$ cat src/rtl/lot_sensor_driver_if.sv
// rtl/lot_sensor_driver_if.sv - request/waveform bundle for the parking-lot sensor emulator
interface lot_sensor_driver_if #(
   parameter int HOLD_W = 8
);
   logic              req_valid;
   logic              req_ready;
   logic [1:0]        req_kind;
   logic [HOLD_W-1:0] hold;
   logic [1:0]        ab;
   logic              busy;
   logic              done;
   logic              err;

   modport master (
      output req_valid, req_kind, hold,
      input  req_ready, ab, busy, done, err
   );

   modport slave (
      input  req_valid, req_kind, hold,
      output req_ready, ab, busy, done, err
   );
endinterface

$ cat src/rtl/lot_sensor_driver.sv
// rtl/lot_sensor_driver.sv - emulates an a/b beam-sensor pair for enter/exit/pedestrian passes
// Optional pedestrian waveform is enabled with macro LOT_SENSOR_PED_EN.
module lot_sensor_driver #(
   parameter int HOLD_W = 8,
   parameter int GAP    = 2
) (
   input logic               clk,
   input logic               reset,
   lot_sensor_driver_if.slave bus
);

   typedef enum logic [2:0] {IDLE, PH1, PH2, PH3, QUIET} state_t;

   localparam logic [1:0] K_ENTER = 2'b00;
   localparam logic [1:0] K_EXIT  = 2'b01;
   localparam logic [1:0] K_PED   = 2'b10;
   localparam logic [3:0] GAP_M1  = 4'(GAP - 1);

   state_t            state;
   logic [1:0]        kind_q;
   logic [HOLD_W-1:0] hm1_q;
   logic [HOLD_W-1:0] cnt;
   logic [3:0]        gcnt;
   logic [1:0]        ab_q;
   logic              busy_q;
   logic              done_q;
   logic              err_q;
   logic              ready_q;
   logic              kind_ok;
   logic [HOLD_W-1:0] hold_m1;

   // Counting down from H-1 keeps hold = 2^HOLD_W-1 inside HOLD_W bits.
   assign hold_m1 = (bus.hold == '0) ? '0 : bus.hold - HOLD_W'(1);

`ifdef LOT_SENSOR_PED_EN
   assign kind_ok = (bus.req_kind != 2'b11);
`else
   assign kind_ok = (bus.req_kind[1] == 1'b0);
`endif

   function automatic logic [1:0] phase_ab(input logic [1:0] kind, input state_t ph);
      logic [1:0] v;
      v = 2'b00;
      case (kind)
         K_ENTER: begin
            case (ph)
               PH1:     v = 2'b10;
               PH2:     v = 2'b11;
               PH3:     v = 2'b01;
               default: v = 2'b00;
            endcase
         end
         K_EXIT: begin
            case (ph)
               PH1:     v = 2'b01;
               PH2:     v = 2'b11;
               PH3:     v = 2'b10;
               default: v = 2'b00;
            endcase
         end
         default: begin
            case (ph)
               PH1:     v = 2'b11;
               PH2:     v = 2'b10;
               default: v = 2'b00;
            endcase
         end
      endcase
      return v;
   endfunction

   always_ff @(posedge clk) begin
      if (reset) begin
         state   <= IDLE;
         kind_q  <= 2'b00;
         hm1_q   <= '0;
         cnt     <= '0;
         gcnt    <= '0;
         ab_q    <= 2'b00;
         busy_q  <= 1'b0;
         done_q  <= 1'b0;
         err_q   <= 1'b0;
         ready_q <= 1'b1;
      end else begin
         done_q <= 1'b0;
         err_q  <= 1'b0;
         case (state)
            IDLE: begin
               if (bus.req_valid && ready_q) begin
                  if (kind_ok) begin
                     kind_q  <= bus.req_kind;
                     hm1_q   <= hold_m1;
                     cnt     <= hold_m1;
                     state   <= PH1;
                     ab_q    <= phase_ab(bus.req_kind, PH1);
                     busy_q  <= 1'b1;
                     ready_q <= 1'b0;
                  end else begin
                     err_q <= 1'b1;
                  end
               end
            end
            PH1: begin
               if (cnt == '0) begin
                  cnt   <= hm1_q;
                  state <= PH2;
                  ab_q  <= phase_ab(kind_q, PH2);
               end else begin
                  cnt <= cnt - HOLD_W'(1);
               end
            end
            PH2: begin
               if (cnt == '0) begin
                  // Pedestrian passes have only two phases.
                  if (kind_q == K_PED) begin
                     state  <= QUIET;
                     ab_q   <= 2'b00;
                     done_q <= 1'b1;
                     gcnt   <= GAP_M1;
                  end else begin
                     cnt   <= hm1_q;
                     state <= PH3;
                     ab_q  <= phase_ab(kind_q, PH3);
                  end
               end else begin
                  cnt <= cnt - HOLD_W'(1);
               end
            end
            PH3: begin
               if (cnt == '0) begin
                  state  <= QUIET;
                  ab_q   <= 2'b00;
                  done_q <= 1'b1;
                  gcnt   <= GAP_M1;
               end else begin
                  cnt <= cnt - HOLD_W'(1);
               end
            end
            QUIET: begin
               if (gcnt == 4'd0) begin
                  state   <= IDLE;
                  busy_q  <= 1'b0;
                  ready_q <= 1'b1;
               end else begin
                  gcnt <= gcnt - 4'd1;
               end
            end
            default: begin
               state   <= IDLE;
               ab_q    <= 2'b00;
               busy_q  <= 1'b0;
               ready_q <= 1'b1;
            end
         endcase
      end
   end

   assign bus.ab        = ab_q;
   assign bus.busy      = busy_q;
   assign bus.done      = done_q;
   assign bus.err       = err_q;
   assign bus.req_ready = ready_q;

endmodule
$ cat src/flat_wrapper.sv
// flat-port wrapper written by rule: the top's interface ports become plain ports
module lot_sensor_driver_flat 
#(
   parameter int HOLD_W = 8,
   parameter int GAP    = 2
)
  (clk, reset, bus_req_valid, bus_req_kind, bus_hold, bus_req_ready, bus_ab, bus_busy, bus_done, bus_err);
  lot_sensor_driver_if #(.HOLD_W(HOLD_W)) bus_i ();
  input logic clk;
  input logic reset;
  input wire logic [$bits(bus_i.req_valid)-1:0] bus_req_valid;
  input wire logic [$bits(bus_i.req_kind)-1:0] bus_req_kind;
  input wire logic [$bits(bus_i.hold)-1:0] bus_hold;
  output wire logic [$bits(bus_i.req_ready)-1:0] bus_req_ready;
  output wire logic [$bits(bus_i.ab)-1:0] bus_ab;
  output wire logic [$bits(bus_i.busy)-1:0] bus_busy;
  output wire logic [$bits(bus_i.done)-1:0] bus_done;
  output wire logic [$bits(bus_i.err)-1:0] bus_err;
  assign bus_i.req_valid = bus_req_valid;
  assign bus_i.req_kind = bus_req_kind;
  assign bus_i.hold = bus_hold;
  assign bus_req_ready = bus_i.req_ready;
  assign bus_ab = bus_i.ab;
  assign bus_busy = bus_i.busy;
  assign bus_done = bus_i.done;
  assign bus_err = bus_i.err;
  lot_sensor_driver #(.HOLD_W(HOLD_W), .GAP(GAP)) u_core (.clk(clk), .reset(reset), .bus(bus_i));
endmodule
$ cat config.mk
export PLATFORM = sky130hd
export DESIGN_NAME = lot_sensor_driver_flat
export DESIGN_NICKNAME = d
export VERILOG_FILES = /design/src/rtl/lot_sensor_driver_if.sv /design/src/rtl/lot_sensor_driver.sv /design/src/flat_wrapper.sv
export SDC_FILE = /design/constraint.sdc
export NUM_CORES = 1
export LEC_CHECK = 0
export CAP_MARGIN = 5
export CORE_MARGIN = 10
export CORE_UTILIZATION = 35
export DETAILED_ROUTE_END_ITERATION = 10
export PLACE_DENSITY_LB_ADDON = 0.05
export SYNTH_ARGS = -nofsm -noshare
export SYNTH_HDL_FRONTEND = slang
export SYNTH_SLANG_ARGS = --single-unit
$ cat constraint.sdc
create_clock -name clk -period 1.8 [get_ports clk]
set_input_delay 0.27 -clock clk [delete_from_list [all_inputs] [get_ports clk]]
set_output_delay 0.27 -clock clk [all_outputs]
set_load 0.05 [all_outputs]
==> results.tsv <==
metric	value	unit
status	completed	
Placement Setup Slack	-0.432	ns
Slew HR	58.7	%
beginning of the critical path	bus_hold[3]	
setup ws final	0.0507	ns
FILL cells	513	
first-pass GRT wire length	9130	um
fin crit period	1.75	ns
Final Instance Area	2600	um^2
Worst-path clk slew	0.06	ns
R2R Path Start	u_core.gcnt[1]	
CTS tree	yes	
Data arrival, critical path	1.90	ns
routed wire length	5300	um
leakage power	0.00103	uW
H-tree levels	2	
Longest Clk Path Bufs	2	
slowest CP cell	clkdlybuf4s50_1	
largest delay contributor family on the critical path	simple AND/OR/NAND/NOR gates	
Seq pwr share	25.9	%
cells after synthesis	219	
Final period util	97.2	%
Critical R2R Capture	u_core.bus.req_ready	
CP endpoint kind	flop	
clk sinks	30	
DR iter-0 viols	126	
vias per inst	5.25	
post-synth design cell area	1820	um^2
RSZ-0062 raised after global routing	yes	
Ant. Diodes	0	
fmax	572	MHz
Die H	92.1	um
post-route ant nets	0	
CTS root buffer	clkbuf_8	
EDFF count, synth	0	
flops & latches, synth	30	
Final Hold Viols	0	
gr ovfl total	0	
slowest stage delay, CP	0.47	ns
largest net degree at the start of global routing	16	
crit-path cells	clkdlybuf4s50_1 -> or3b_4 -> nor3_4 -> mux2_4 -> nand2_1 -> a311oi_2	
Setup-failing EPs final	0	
combinational power share	56.7	%
hold-fix buffers at CTS	0	
Avg WL per Cell	14.8	um
sequential-to-total area share from yosys stat	33.0	%
Cell variety after synth	56	
Total Power	3790	uW
CP Launch Type	primary input	
Yosys warnings	0	
Post-synth top cells	dfxtp_1, nor2_1, nor3_1, nand2_1, inv_1	
post-synth top area share	33.0	%
Crit. path cell count	6	
internal power	2270	uW
DRC	0	
WS Path Type	in -> reg	
Starting Density	35.8	%
CP Buf/Inv Count	1	
GRT Overall Usage	12.9	%
Crit path required time	1.95	ns
initial antenna violation count	0	
Post-synth ARST share	0	%
DRT Pass-1 Iters	4	
Hold/Removal Path Class	reg -> reg	
Area after DPL	2390	um^2
clk_lat worst skew	0.28	ns
area of the multi-input gates	1180	um^2
syn nets	237	
Fin Setup TNS	0	ns
Post-DP HPWL	4100	um
CP Capture Point	u_core.cnt[6]	
Synth area leaders	dfxtp_1, nor2_1, nor3_1	
NetSw	1520	uW
most frequent cell after synthesis	dfxtp_1	
worst ir drop on vdd	746	uV
Ports	19	
Die Wd	92.1	um
max_cap viols	0	
number of CTS-inserted buffers	5	
layout cell share with drive strength beyond 1	34.7	%
Setup Skew	0.00757	ns
gpl congestion	0.847	
Clk pwr share	17.4	%
cells on worst reg2reg path	6	
layout net count	305	
Top FF cell, synth	dfxtp_1	
post-synthesis area per instance	8.31	um^2
Pwr Density	1460	nW/um^2
# rows	26	
area leader, netlist	dfxtp_1	
reg2reg setup slack	0.06	ns
I/O Buffers	18	
total number of vias	1881	
Final Max Slew Viols	0	
Core Area	5070	um^2
die area	8480	um^2
Tightest Pin Transition	0.610	ns
vias in the first global route	1882	
Switching Share	40.0	%
Area Overhead vs Synth	42.8	%
Register Area	604	um^2
Max FO, Critical Path	3	
layer usage:
layer / vias to the layer above / global-route usage (%) / wire (um)
met5: - / 0 / 0
met4: 0 / 4.50 / 78
met3: 9 / 2.85 / 307
met2: 57 / 19.6 / 2350
met1: 876 / 17.4 / 2560
li1: 939 / - / -
cell usage in the layout (no fill, tap or decap), types with 4 or more instances in the layout:
cell type	synthesis	routed
dfxtp_1	30	27
clkdlybuf4s50_1	0	12
nand3_1	7	7
nor2_1	28	27
clkbuf_8	0	5
a21oi_1	10	10
buf_4	2	58
inv_2	0	4
inv_1	12	8
nand2_1	16	16
xnor2_1	7	7
nor3_1	17	14
o21ai_0	7	6
cells by family after synthesis:
logic type	Yosys count	share of synthesized area, %
xor+xnor	10	4.81
buf+inv	23	6.53
flops	30	33.0
fa+ha+maj	5	3.44
mux	3	1.72
simple gates	94	27.4
compound gates	54	23.0
final cells by class:
class | count | share of cell area (%)
multi-input combinational | 166 | 45.5
sequential | 30 | 23.3
timing repair buffer | 72 | 22.1
tap | 70 | 3.37
clock buffer | 7 | 2.94
inverter | 12 | 1.73
clock inverter | 1 | 1.16
worst min path at each step:
stage / startpoint / to / slack (ns) / depth (start not counted)
2_1_floorplan: bus_req_kind[0] / u_core.kind_q[0] / 0.41 / 2
3_3_place_gp: u_core.bus.ab[0] / u_core.bus.ab[0] / 0.45 / 2
3_5_place_dp: u_core.bus.ab[0] / u_core.bus.ab[0] / 0.46 / 2
4_1_cts: u_core.kind_q[0] / u_core.kind_q[0] / 0.48 / 2
5_1_grt: u_core.bus.ab[0] / u_core.bus.ab[0] / 0.49 / 2
6_report: u_core.kind_q[0] / u_core.kind_q[0] / 0.47 / 2
what timing repair did:
item / CTS / global route
setup endpoints to repair: 7 / 18
resized for setup: 13 / 14
buffers inserted: 1 / 1
pin swaps: 4 / 5
registers in the layout, summed over array words and instances (netlist names):
signal and count:
u_core.kind_q 1, u_core.state 3, u_core.bus.done 1, u_core.gcnt 4, u_core.bus.busy 1, u_core.cnt 8
u_core.hm1_q 8, u_core.bus.err 1, u_core.bus.ab 2, u_core.bus.req_ready 1
stage by stage:
| step | instances | utilization, % | hold WS [ns] |
|---|---|---|---|
| after floorplan | 219 | - | 0.406 |
| after global placement | 348 | 47.2 | 0.450 |
| after detailed placement | 348 | 47.2 | 0.461 |
| after CTS | 357 | 50.0 | 0.475 |
| after global routing | 358 | 51.2 | 0.494 |
| final | 358 | 51.2 | 0.471 |
power groups by stage:
stage	clock network, uW	logic (uW)	registers, uW
after floorplan	0	1200	1050
after global placement	0	2020	976
after detailed placement	0	2030	983
after CTS	679	2060	969
after global routing	709	2370	1010
final	659	2150	983
worst reg2reg max path: stages, from the launching register on:
cell     delay, ns
dfxtp_2       0.32
inv_1         0.09
ha_4          0.14
inv_2         0.04
o311a_4       0.31
or4_4         0.42
a221o_1       0.31
Power figures use the tool's default switching activity.
